## src/rtl/core_block_ctrl.sv

```systemverilog
// core_block_ctrl: per-core responder to block dispatch; runs FETCH..UPDATE per instruction until RET.
// Latency: start accepted at edge N -> fetch_req in cycle N+1; 6 cycles/instruction unstalled; core_done one cycle after entering DONE.
// Backpressure: FETCH holds until fetch_ack; WAIT holds while any enabled thread's LSU is busy.
//
// Ports:
//   clk, reset_n         clock, async active-low hard reset
//   core_reset           sync soft reset from dispatch (dominates core_start)
//   core_start           block assignment valid; block_id / thread_count sampled with it
//   core_done            block finished, held until core_reset
//   block_id_q           latched block index
//   thread_enable        active-thread mask
//   fetch_req/addr/ack/instr  instruction fetch handshake
//   instruction          latched current instruction word
//   decoded_ret          decoder flag: current instruction is RET
//   lsu_busy             per-thread outstanding LSU request
//   next_pc, pc          PC unit result, current PC
//   stage                FSM state broadcast to ALU/LSU/PC units
module core_block_ctrl #(
  parameter int THREADS_PER_BLOCK = 4,
  parameter int PC_BITS           = 8,
  parameter int INSTR_BITS        = 16
) (
  input  logic                                 clk,
  input  logic                                 reset_n,
  input  logic                                 core_reset,
  input  logic                                 core_start,
  input  logic [7:0]                           block_id,
  input  logic [$clog2(THREADS_PER_BLOCK):0]   thread_count,
  output logic                                 core_done,
  output logic [7:0]                           block_id_q,
  output logic [THREADS_PER_BLOCK-1:0]         thread_enable,
  output logic                                 fetch_req,
  output logic [PC_BITS-1:0]                   fetch_addr,
  input  logic                                 fetch_ack,
  input  logic [INSTR_BITS-1:0]                fetch_instr,
  output logic [INSTR_BITS-1:0]                instruction,
  input  logic                                 decoded_ret,
  input  logic [THREADS_PER_BLOCK-1:0]         lsu_busy,
  input  logic [PC_BITS-1:0]                   next_pc,
  output logic [PC_BITS-1:0]                   pc,
  output logic [2:0]                           stage
);

  typedef enum logic [2:0] {
    S_IDLE    = 3'd0,
    S_FETCH   = 3'd1,
    S_DECODE  = 3'd2,
    S_REQUEST = 3'd3,
    S_WAIT    = 3'd4,
    S_EXECUTE = 3'd5,
    S_UPDATE  = 3'd6,
    S_DONE    = 3'd7
  } state_t;

  state_t state;
  state_t state_nxt;

  logic [THREADS_PER_BLOCK-1:0] start_mask;

  // Thermometer mask of the low min(thread_count, THREADS_PER_BLOCK) bits;
  // counts above the core width saturate to all threads enabled.
  always_comb begin
    start_mask = '0;
    for (int t = 0; t < THREADS_PER_BLOCK; t++) begin
      start_mask[t] = (int'(thread_count) > t);
    end
  end

  always_ff @(posedge clk or negedge reset_n) begin
    if (!reset_n) begin
      state <= S_IDLE;
    end else begin
      state <= state_nxt;
    end
  end

  always_comb begin
    state_nxt = state;
    if (core_reset) begin
      state_nxt = S_IDLE;
    end else begin
      case (state)
        S_IDLE: begin
          if (core_start) begin
            state_nxt = (thread_count == '0) ? S_DONE : S_FETCH;
          end
        end
        S_FETCH: begin
          if (fetch_ack) begin
            state_nxt = S_DECODE;
          end
        end
        S_DECODE:  state_nxt = S_REQUEST;
        S_REQUEST: state_nxt = S_WAIT;
        S_WAIT: begin
          // Only enabled threads can hold the core in WAIT.
          if (!(|(lsu_busy & thread_enable))) begin
            state_nxt = S_EXECUTE;
          end
        end
        S_EXECUTE: state_nxt = S_UPDATE;
        S_UPDATE:  state_nxt = decoded_ret ? S_DONE : S_FETCH;
        S_DONE:    state_nxt = S_DONE;
        default:   state_nxt = S_IDLE;
      endcase
    end
  end

  always_ff @(posedge clk or negedge reset_n) begin
    if (!reset_n) begin
      core_done     <= 1'b0;
      block_id_q    <= '0;
      thread_enable <= '0;
      instruction   <= '0;
      pc            <= '0;
    end else if (core_reset) begin
      core_done     <= 1'b0;
      thread_enable <= '0;
      pc            <= '0;
    end else begin
      // Registered from state so it rises the cycle after DONE is entered.
      core_done <= (state == S_DONE);
      case (state)
        S_IDLE: begin
          if (core_start) begin
            block_id_q    <= block_id;
            thread_enable <= start_mask;
            pc            <= '0;
          end
        end
        S_FETCH: begin
          if (fetch_ack) begin
            instruction <= fetch_instr;
          end
        end
        S_UPDATE: begin
          // RET leaves pc pointing at itself.
          if (!decoded_ret) begin
            pc <= next_pc;
          end
        end
        default: ;
      endcase
    end
  end

  assign fetch_req  = (state == S_FETCH);
  assign fetch_addr = pc;
  assign stage      = state;

endmodule

```

## config.mk

```make
export PLATFORM = sky130hd
export DESIGN_NAME = core_block_ctrl
export DESIGN_NICKNAME = d
export VERILOG_FILES = /design/src/rtl/core_block_ctrl.sv
export SDC_FILE = /design/constraint.sdc
export NUM_CORES = 1
export LEC_CHECK = 0
export ABC_AREA = 1
export CAP_MARGIN = 0
export CORE_MARGIN = 10
export CORE_UTILIZATION = 44
export DETAILED_ROUTE_END_ITERATION = 12
export PLACE_DENSITY_LB_ADDON = 0.05
export SLEW_MARGIN = 20
export SYNTH_ARGS = -nofsm -noshare
export SYNTH_HDL_FRONTEND = slang
export SYNTH_SLANG_ARGS = --single-unit
```

## constraint.sdc

```tcl
create_clock -name clk -period 3.4 [get_ports clk]
set_clock_uncertainty 0.2 [all_clocks]
set_input_delay 0.34 -clock clk [delete_from_list [all_inputs] [get_ports clk]]
set_output_delay 0.34 -clock clk [all_outputs]
set_load 0.05 [all_outputs]
```

Word level (Yosys, flattened, before mapping)
Cells that the tools add are included.
{ "classes": {"n_lt_le_gt_ge": 4, "n_bitwise": 2, "n_reduce_logical": 11, "n_eq_ne": 11, "n_mux": 15} }
{ "ops": {"columns": ["operator", "count"], "rows": [
  ["$mux W8", 3],
  ["$pmux W3 S8", 1],
  ["$mux W3", 6],
  ["$pmux W8 S2", 1],
  ["$eq A3 B3 Y1 const B", 4],
  ["$mux W4", 3],
  ["$reduce_and A3 Y1", 4],
  ["$ne A3 B3 Y1 const B", 3],
  ["$eq A3 B2 Y1 const B", 2],
  ["$gt A3 B1 Y1 const B", 2],
  ["$gt A3 B2 Y1 const B", 2],
  ["$logic_not A3 Y1", 2],
  ["$and A4 B4 Y4", 1],
  ["$reduce_bool A2 Y1", 2],
  ["$reduce_or A4 Y1", 1],
  ["$eq A3 B1 Y1 const B", 1],
  ["$ne A3 B2 Y1 const B", 1],
  ["$reduce_bool A3 Y1", 1],
  ["$reduce_and A2 Y1", 1],
  ["$mux W1", 1],
  ["$not A1 Y1", 1]
]} }
{ "word_totals": {"wordCells": 49, "out_inout_bits": 49, "in_bits": 45, "reg_bits": 40} }

Depth between registers and ports, before layout
Gate-level depths: netlist of the first run.
{ "depth": {"depth_word": 5, "mapped_depth": 7} }

Worst setup path after synthesis of the first run
No wires, ideal clock.
{ "synth_path": {"path_type": "register -> register", "start": "register state[0], in the netlist stage[0]", "end": "register instruction[12]", "setup_time_ns": 0.120, "path_stages_with_launch": 7, "path_buffers": 1, "arrival_time_ns": 1.865, "setup_slack_ns": 1.215, "required_ns": 3.080, "period_less_slack_ns": 2.185, "cell_sequence": "dfrtp_1 -> inv_2 -> nor3_4 -> nand3_4 -> buf_6 -> nand2_1 -> o21ai_2"} }
{ "synth_between": {"elab_chain_len": 2} }
{ "synth_lines": {"columns": ["element", "line_no", "rtl"], "rows": [
  ["start: declaration", "55", "state_t state;"],
  ["start signal: assignment", "73", "state <= state_nxt;"],
  ["$eq A3 B1 Y1", null, null],
  ["net fetch_req", "32", "output logic fetch_req,"],
  ["$reduce_and A3 Y1 (no source line)", null, null],
  ["end signal: assignment", "133", "instruction <= fetch_instr;"],
  ["end: declaration", "36", "output logic [INSTR_BITS-1:0] instruction,"]
]} }
The timed path passes the listed nets, and every way through them passes these cells.
A chain may end at the register's enable or synchronous reset.

Worst setup path in the final report of the first run
{ "layout_path": {"start": "register state[1], in the netlist stage[1]", "end": "output port fetch_req"} }
{ "layout_between": {"elab_chain_len": 1} }
{ "layout_lines": {"columns": ["element", "line_no", "rtl"], "rows": [
  ["$eq A3 B1 Y1", "147", "assign fetch_req = (state == S_FETCH);"],
  ["end: declaration", "32", null]
]} }
Every way passes these cells.

==> reports/metrics.cfg, run 1 <==
[status]
status = finished, violations left
violations = negative hold slack

[final_layout]
nets = 346
drive_gt1_frac = 0.1258
fillers = 408
diodes = 0
area_growth_pct = 50.45
stdcell_area_sq_um = 2925
final_cell_count_no_fill = 354

[cts]
cts_tree = yes
cts_buffers = 5
clk_path_buf_depth = 2
postCtsSetupBuffers = 0
htree_levels = 2
cts.clk_slew.worst_paths_ns = 0.07
clock-sinks = 40
cts_hold_buf = 0
insertion_delay_ns = 0.29
cts_resized = 0
clock-root-buffer = clkbuf_8

[worst_setup_path]
reg2reg_slack_ns = 1.24
cp-start-kind = flop
end_kind = primary output
rr_worst_depth = 6
r2r-end = block_id_q[1]
rr_startpoint = stage[1]
cp.required_ns = 2.86
critPathKind = reg -> out
worstPathMaxFanout = 9
arrival_ns = 1.99

[timing]
timing_hold_violations_final = 34
max_freq_mhz = 395.8
finalSetupViolations = 0
slew_viol_final = 0
finalCritPeriodShare = 0.7430
tightest_slew_ns = 0.9216
period_minus_slack_ns = 2.526
hold_slack_ns = -0.01367
rsz0062_at_grt = false
setup_tns_ns = 0
slew_headroom = 0.3856

[detailed_routing]
drc = 0
drt_iter0_markers = 108
dr.pass1.iters = 4
drtAntennaViolNets = 0
wl_mm = 5.156
vias_per_cell = 4.740
via_count = 1678
post_drt_wl_per_cell_um = 14.56

[synthesis]
muxShareOfSynthArea = 0
yosys.cell_types.count = 23
synth_area_sq_um = 1944
syn_nets = 260
yosys.area_share.simple = 0.2851
synth-seq-cells = 40
netlist_instances = 215
synth-adder-area-share = 0
synth_warnings = 0
avgSynthCellArea_sq_um = 9.044
synth-compound-area-share = 0.09138
yosysSeqAreaShare = 0.5148
synth_xor_area_frac = 0
synth_top_family_by_area = simple AND/OR/NAND/NOR gates

[global_routing]
grt_max_degree = 41
grt-ovfl-total = 0
globalRouteTotalUtil = 0.1377
antenna_found_initial = 0
grt_pass1_wl_mm = 8.300
grt_pass1_vias = 1633

[die]
die_h_um = 86.48
die_area_sq_um = 7478
dieWidth_um = 86.48
rows = 24
coreArea_sq_um = 4324
initial_utilization = 0.4497
ioPinCount = 94

[placed_design]
place_congestion = 0.7899
dpl.cell_count = 346
hpwl_mm = 3.914
io_buffers = 93
place_area_sq_um = 2818

[run]
maxCapViolCount = 0

[power]
powerDensity_nw_per_um2 = 884.3
irDropWorstVdd_uv = 546.9
power.leakage_nw = 1.393

[min_path]
hold_path_class = in -> async

## report_power, final
part	leakage [nW]	total [mW]	switching, mW	internal, mW
combinational	0.820	1.44	0.966	0.472
clock	0.0552	0.382	0.165	0.218
sequential	0.518	0.766	0.130	0.636
## layout by cell type, fill, tap and decap left out, types with 2 or more instances in the layout
master,n
clkdlybuf4s50_1,92
nand2_1,67
dfrtp_1,40
inv_1,21
nand3_1,18
o21ai_2,16
nand4_1,9
nor2_1,8
clkbuf_8,5
inv_2,4
a21oi_1,3
nor2_4,2
nand3_4,2
nand2_4,2
o21ai_0,2
## area by class of cell
class / instances / area [sq um] / share of cell area
Clock buffer: 6 / 72.57 / 0.02481
Tap cell: 52 / 65.06 / 0.02224
Sequential cell: 40 / 1001 / 0.3422
Clock inverter: 2 / 35.03 / 0.01198
Timing Repair Buffer: 93 / 925.9 / 0.3165
Inverter: 25 / 93.84 / 0.03208
Multi-Input combinational cell: 136 / 732.0 / 0.2502
## critical path, stage by stage, from the launching register on
cell and delay [ns]:
dfrtp_1 0.54, nor3_4 0.31, clkdlybuf4s50_1 0.85
## sequential cells by signal, indices dropped and copies added, names as in the netlist
name / cells
stage: 3
thread_enable: 4
block_id_q: 8
core_done: 1
instruction: 16
fetch_addr: 8
## cell families after synthesis
logic type / count (synthesis)
and+or+nand+nor: 113
DFF: 40
buffers and inverters: 39
AOI/OAI and AO/OA: 23
## cells in the mapped netlist
master,instances,share of area
buf_4,9,0.035
nand3b_1,1,0.0039
nand3_4,2,0.018
o21ai_1,1,0.0026
buf_2,1,0.0026
o21ai_0,2,0.0051
nand3_1,18,0.046
nand4_1,9,0.029
nor2_1,8,0.015
nand2_1,67,0.13
buf_6,4,0.023
nor2_4,2,0.012
inv_1,21,0.041
nor3_4,1,0.0084
o21ai_2,16,0.072
nand2_2,1,0.0032
a21oi_1,3,0.0077
dfrtp_1,40,0.51
inv_2,4,0.0077
o31ai_1,1,0.0039
nand2_4,2,0.012
nor2_2,1,0.0032
nand3_2,1,0.0051
## routing by layer
layer,global-route usage,share of wire,wire [um],vias up
li1,-,-,-,848
met1,0.1695,0.42,2187,760
met2,0.2047,0.47,2404,65
met3,0.06942,0.10,514,5
met4,0.04418,0.0095,49,0
met5,0,0,0,-
## through the flow
stage                     total power, mW  worst slack (ns)    util
after floorplan                     1.744             1.215       -
after global placement              2.213             1.152  0.6516
after detailed placement            2.223             1.105  0.6516
after CTS                           2.618            0.8477  0.6765
after global routing                2.742            0.7877  0.6765
final                               2.587            0.8737  0.6765
## worst max path at each step
stage          slack [ns]         endpoint  cells after the start       start
4_1_cts              0.85        fetch_req                      2    stage[1]
6_report             0.87        fetch_req                      2    stage[1]
5_1_grt              0.79        fetch_req                      2    stage[1]
2_1_floorplan        1.22  instruction[12]                      6    stage[0]
3_5_place_dp         1.10    block_id_q[1]                      6  core_start
3_3_place_gp         1.15  instruction[12]                      5  core_reset
Power figures use the tool's default switching activity.
==> run 2: changes to the inputs <==
--- a/config.mk
+++ b/config.mk
@@ -8,7 +8,7 @@
 export ABC_AREA = 1
 export CAP_MARGIN = 0
 export CORE_MARGIN = 10
-export CORE_UTILIZATION = 44
+export CORE_UTILIZATION = 37
 export DETAILED_ROUTE_END_ITERATION = 12
 export PLACE_DENSITY_LB_ADDON = 0.05
 export SLEW_MARGIN = 20
==> constraint.sdc (replaced) <==
create_clock -name clk -period 2.3 [get_ports clk]
set_clock_uncertainty 0.2 [all_clocks]
set_input_delay 0.23 -clock clk [delete_from_list [all_inputs] [get_ports clk]]
set_output_delay 0.23 -clock clk [all_outputs]
set_load 0.05 [all_outputs]
==> run 2 against run 1 <==
  * The flow now finishes without violations
  * Worst hold slack better by 0.29 ns
  * Utilization is 9.5 points lower
  * Die area is 14% higher
  * Clock power is 24% higher
==> reports/metrics.cfg, run 2 (synthesis gave the netlist of run 1 again) <==
[detailed_routing]
dr.pass1.iters = 4  ; unchanged
drt_iter0_markers = 78  ; was 108
wl_mm = 5.299  ; was 5.156 mm
drc = 0  ; unchanged
via_count = 1692  ; was 1678
drtAntennaViolNets = 0  ; unchanged
vias_per_cell = 4.488  ; was 4.740
post_drt_wl_per_cell_um = 14.06  ; was 14.56 um

[min_path]
hold_path_depth = 2
hold_path_class = reg -> reg  ; was in -> async

[power]
finalPower_mw = 3.733  ; was 2.587 mW
p_seq_frac = 0.302  ; was 0.296
p_comb_frac = 0.571  ; was 0.556
powerDensity_nw_per_um2 = 1258  ; was 884.3 nW/um^2
irDropWorstVdd_uv = 661.2  ; was 546.9 uV
switching_share = 0.4940  ; was 0.4873
p_int_mw = 1.889  ; was 1.326 mW
power.leakage_nw = 1.409  ; was 1.393 nW
netSwitchingPower_mw = 1.844  ; was 1.261 mW
clock_power_share = 0.127  ; was 0.148

[run]
maxCapViolCount = 0  ; unchanged

[cts]
cts_resized = 0  ; unchanged
cts_buffers = 5  ; unchanged
cts.clk_slew.worst_paths_ns = 0.07  ; about the same
clock-sinks = 40  ; unchanged
clock-root-buffer = clkbuf_8  ; unchanged
clk_path_buf_depth = 2  ; unchanged
insertion_delay_ns = 0.28  ; was 0.29 ns
cts_hold_buf = 1  ; was 0
htree_levels = 2  ; unchanged
postCtsSetupBuffers = 0  ; unchanged
cts_tree = yes  ; unchanged

[timing]
max_freq_mhz = 449.2
hold_slack_ns = 0.2714  ; was -0.01367 ns
setup_tns_ns = 0  ; unchanged
rsz0062_at_grt = false  ; unchanged
finalSetupViolations = 0  ; unchanged
tightest_slew_ns = 0.5378  ; was 0.9216 ns
finalCritPeriodShare = 0.9678
period_minus_slack_ns = 2.226
slew_viol_final = 0  ; unchanged
timing_hold_violations_final = 0  ; was 34
slew_headroom = 0.6403  ; was 0.3856

[final_layout]
final_common_cell = clkdlybuf4s50_1  ; unchanged
final_cell_count_no_fill = 377  ; was 354
nets = 351  ; was 346
largest_reg_flops = 16  ; unchanged
final_core_util = 0.5811  ; was 0.6765
drive_gt1_frac = 0.1368  ; was 0.1258
multi_input_area_sq_um = 732.0  ; unchanged
diodes = 0  ; unchanged
seqCellArea_sq_um = 1001  ; unchanged
top_register = instruction  ; unchanged
area_growth_pct = 52.64  ; was 50.45%
final_cell_mix = 91 x clkdlybuf4s50_1, 67 x nand2_1, 40 x dfrtp_1, 21 x inv_1, 18 x nand3_1  ; was 92 x clkdlybuf4s50_1, 67 x nand2_1, 40 x dfrtp_1, 21 x inv_1, 18 x nand3_1
fillers = 493  ; was 408

[global_routing]
globalRouteTotalUtil = 0.1240  ; was 0.1377
grt_pass1_wl_mm = 8.783  ; was 8.300 mm
antenna_found_initial = 0  ; unchanged
grt_max_degree = 41  ; unchanged
grt_pass1_vias = 1716  ; was 1633
grt-ovfl-total = 0  ; unchanged

[worst_setup_path]
worstPathMaxFanout = 9  ; unchanged
crit_buf_inv = 1  ; unchanged
crit_slowest_cell = clkdlybuf4s50_1  ; unchanged
rr_worst_depth = 4  ; was 6
arrival_ns = 1.80  ; was 1.99 ns
cp_slowest_stage_delay_ns = 0.90  ; was 0.85 ns
cp_cell_sequence = clkdlybuf4s50_1  ; was nor3_4 -> clkdlybuf4s50_1
critPathKind = reg -> out  ; unchanged
cp-start-kind = flop  ; unchanged
cp.required_ns = 1.87  ; was 2.86 ns
end_kind = primary output  ; unchanged
cp.depth = 1  ; was 2
cp_top_family = buffers and inverters  ; unchanged

[status]
status = finished clean  ; was finished, violations left

[die]
initial_utilization = 0.3807  ; was 0.4497
die_area_sq_um = 8554  ; was 7478 sq um
die_h_um = 92.49  ; was 86.48 um
ioPinCount = 94  ; unchanged
dieWidth_um = 92.49  ; was 86.48 um
coreArea_sq_um = 5107  ; was 4324 sq um
rows = 26  ; was 24

[placed_design]
hpwl_mm = 4.103  ; was 3.914 mm
place_congestion = 0.7910  ; was 0.7899
dpl.cell_count = 368  ; was 346
io_buffers = 93  ; unchanged

[run 2: cell types whose count changed in the layout (fill, tap and decap cells not counted), sizes merged]
cell / change
buf: +5
bufinv: -1
clkbuf: +2
clkdlybuf4s50: -1
clkinv: -1
dlygate4sd3: +1
[run 2: worst min-delay path: stages (launching register included)]
cell and delay, ns:
dfrtp_1 0.35, nand2_1 0.05, nand2_1 0.04
[run 2: per-layer routing]
layer	track usage	vias up	share of wire	wire [um]
met4	0.02699	0	0.0043	23
met3	0.06457	2	0.11	564
met1	0.1513	763	0.44	2317
met5	0	-	0	0
met2	0.1906	66	0.45	2394
li1	-	861	-	-
[run 2: final cells by class]
class / count / area share
tap: 70 / 0.02951
sequential: 40 / 0.3373
multi-input combinational: 136 / 0.2466
clock buffer: 8 / 0.03035
inverter: 25 / 0.03162
timing repair buffer: 98 / 0.3246
[run 2: power groups by stage]
stage	clock network [mW]	logic [mW]	registers [mW]
after CTS	0.493	2.16	1.13
after global routing	0.521	2.28	1.17
after detailed placement	0	2.16	1.14
after global placement	0	2.15	1.13
after floorplan	0	0.634	1.94
final	0.474	2.13	1.13
[run 2: path summary, 6_finish.rpt]
| path | start | end | slack [ns] |
|---|---|---|---|
| min reg2reg | block_id_q[7] | block_id_q[7] | 0.27 |
| min | block_id_q[7] | block_id_q[7] | 0.27 |
| max in group asynchronous | reset_n | instruction[5] | 1.19 |
| min in group asynchronous | reset_n | core_done | 0.34 |
| max reg2reg | stage[1] | instruction[14] | 0.50 |
| max | stage[1] | stage[1] | 0.07 |
[run 2: through the flow]
step / instance area [sq um] / setup slack [ns]
after floorplan: 1944 / 0.1152
after global placement: 2868 / 0.4010
after detailed placement: 2868 / 0.3761
after CTS: 2968 / 0.04896
after global routing: 2968 / 0.01722
final: 2968 / 0.07398
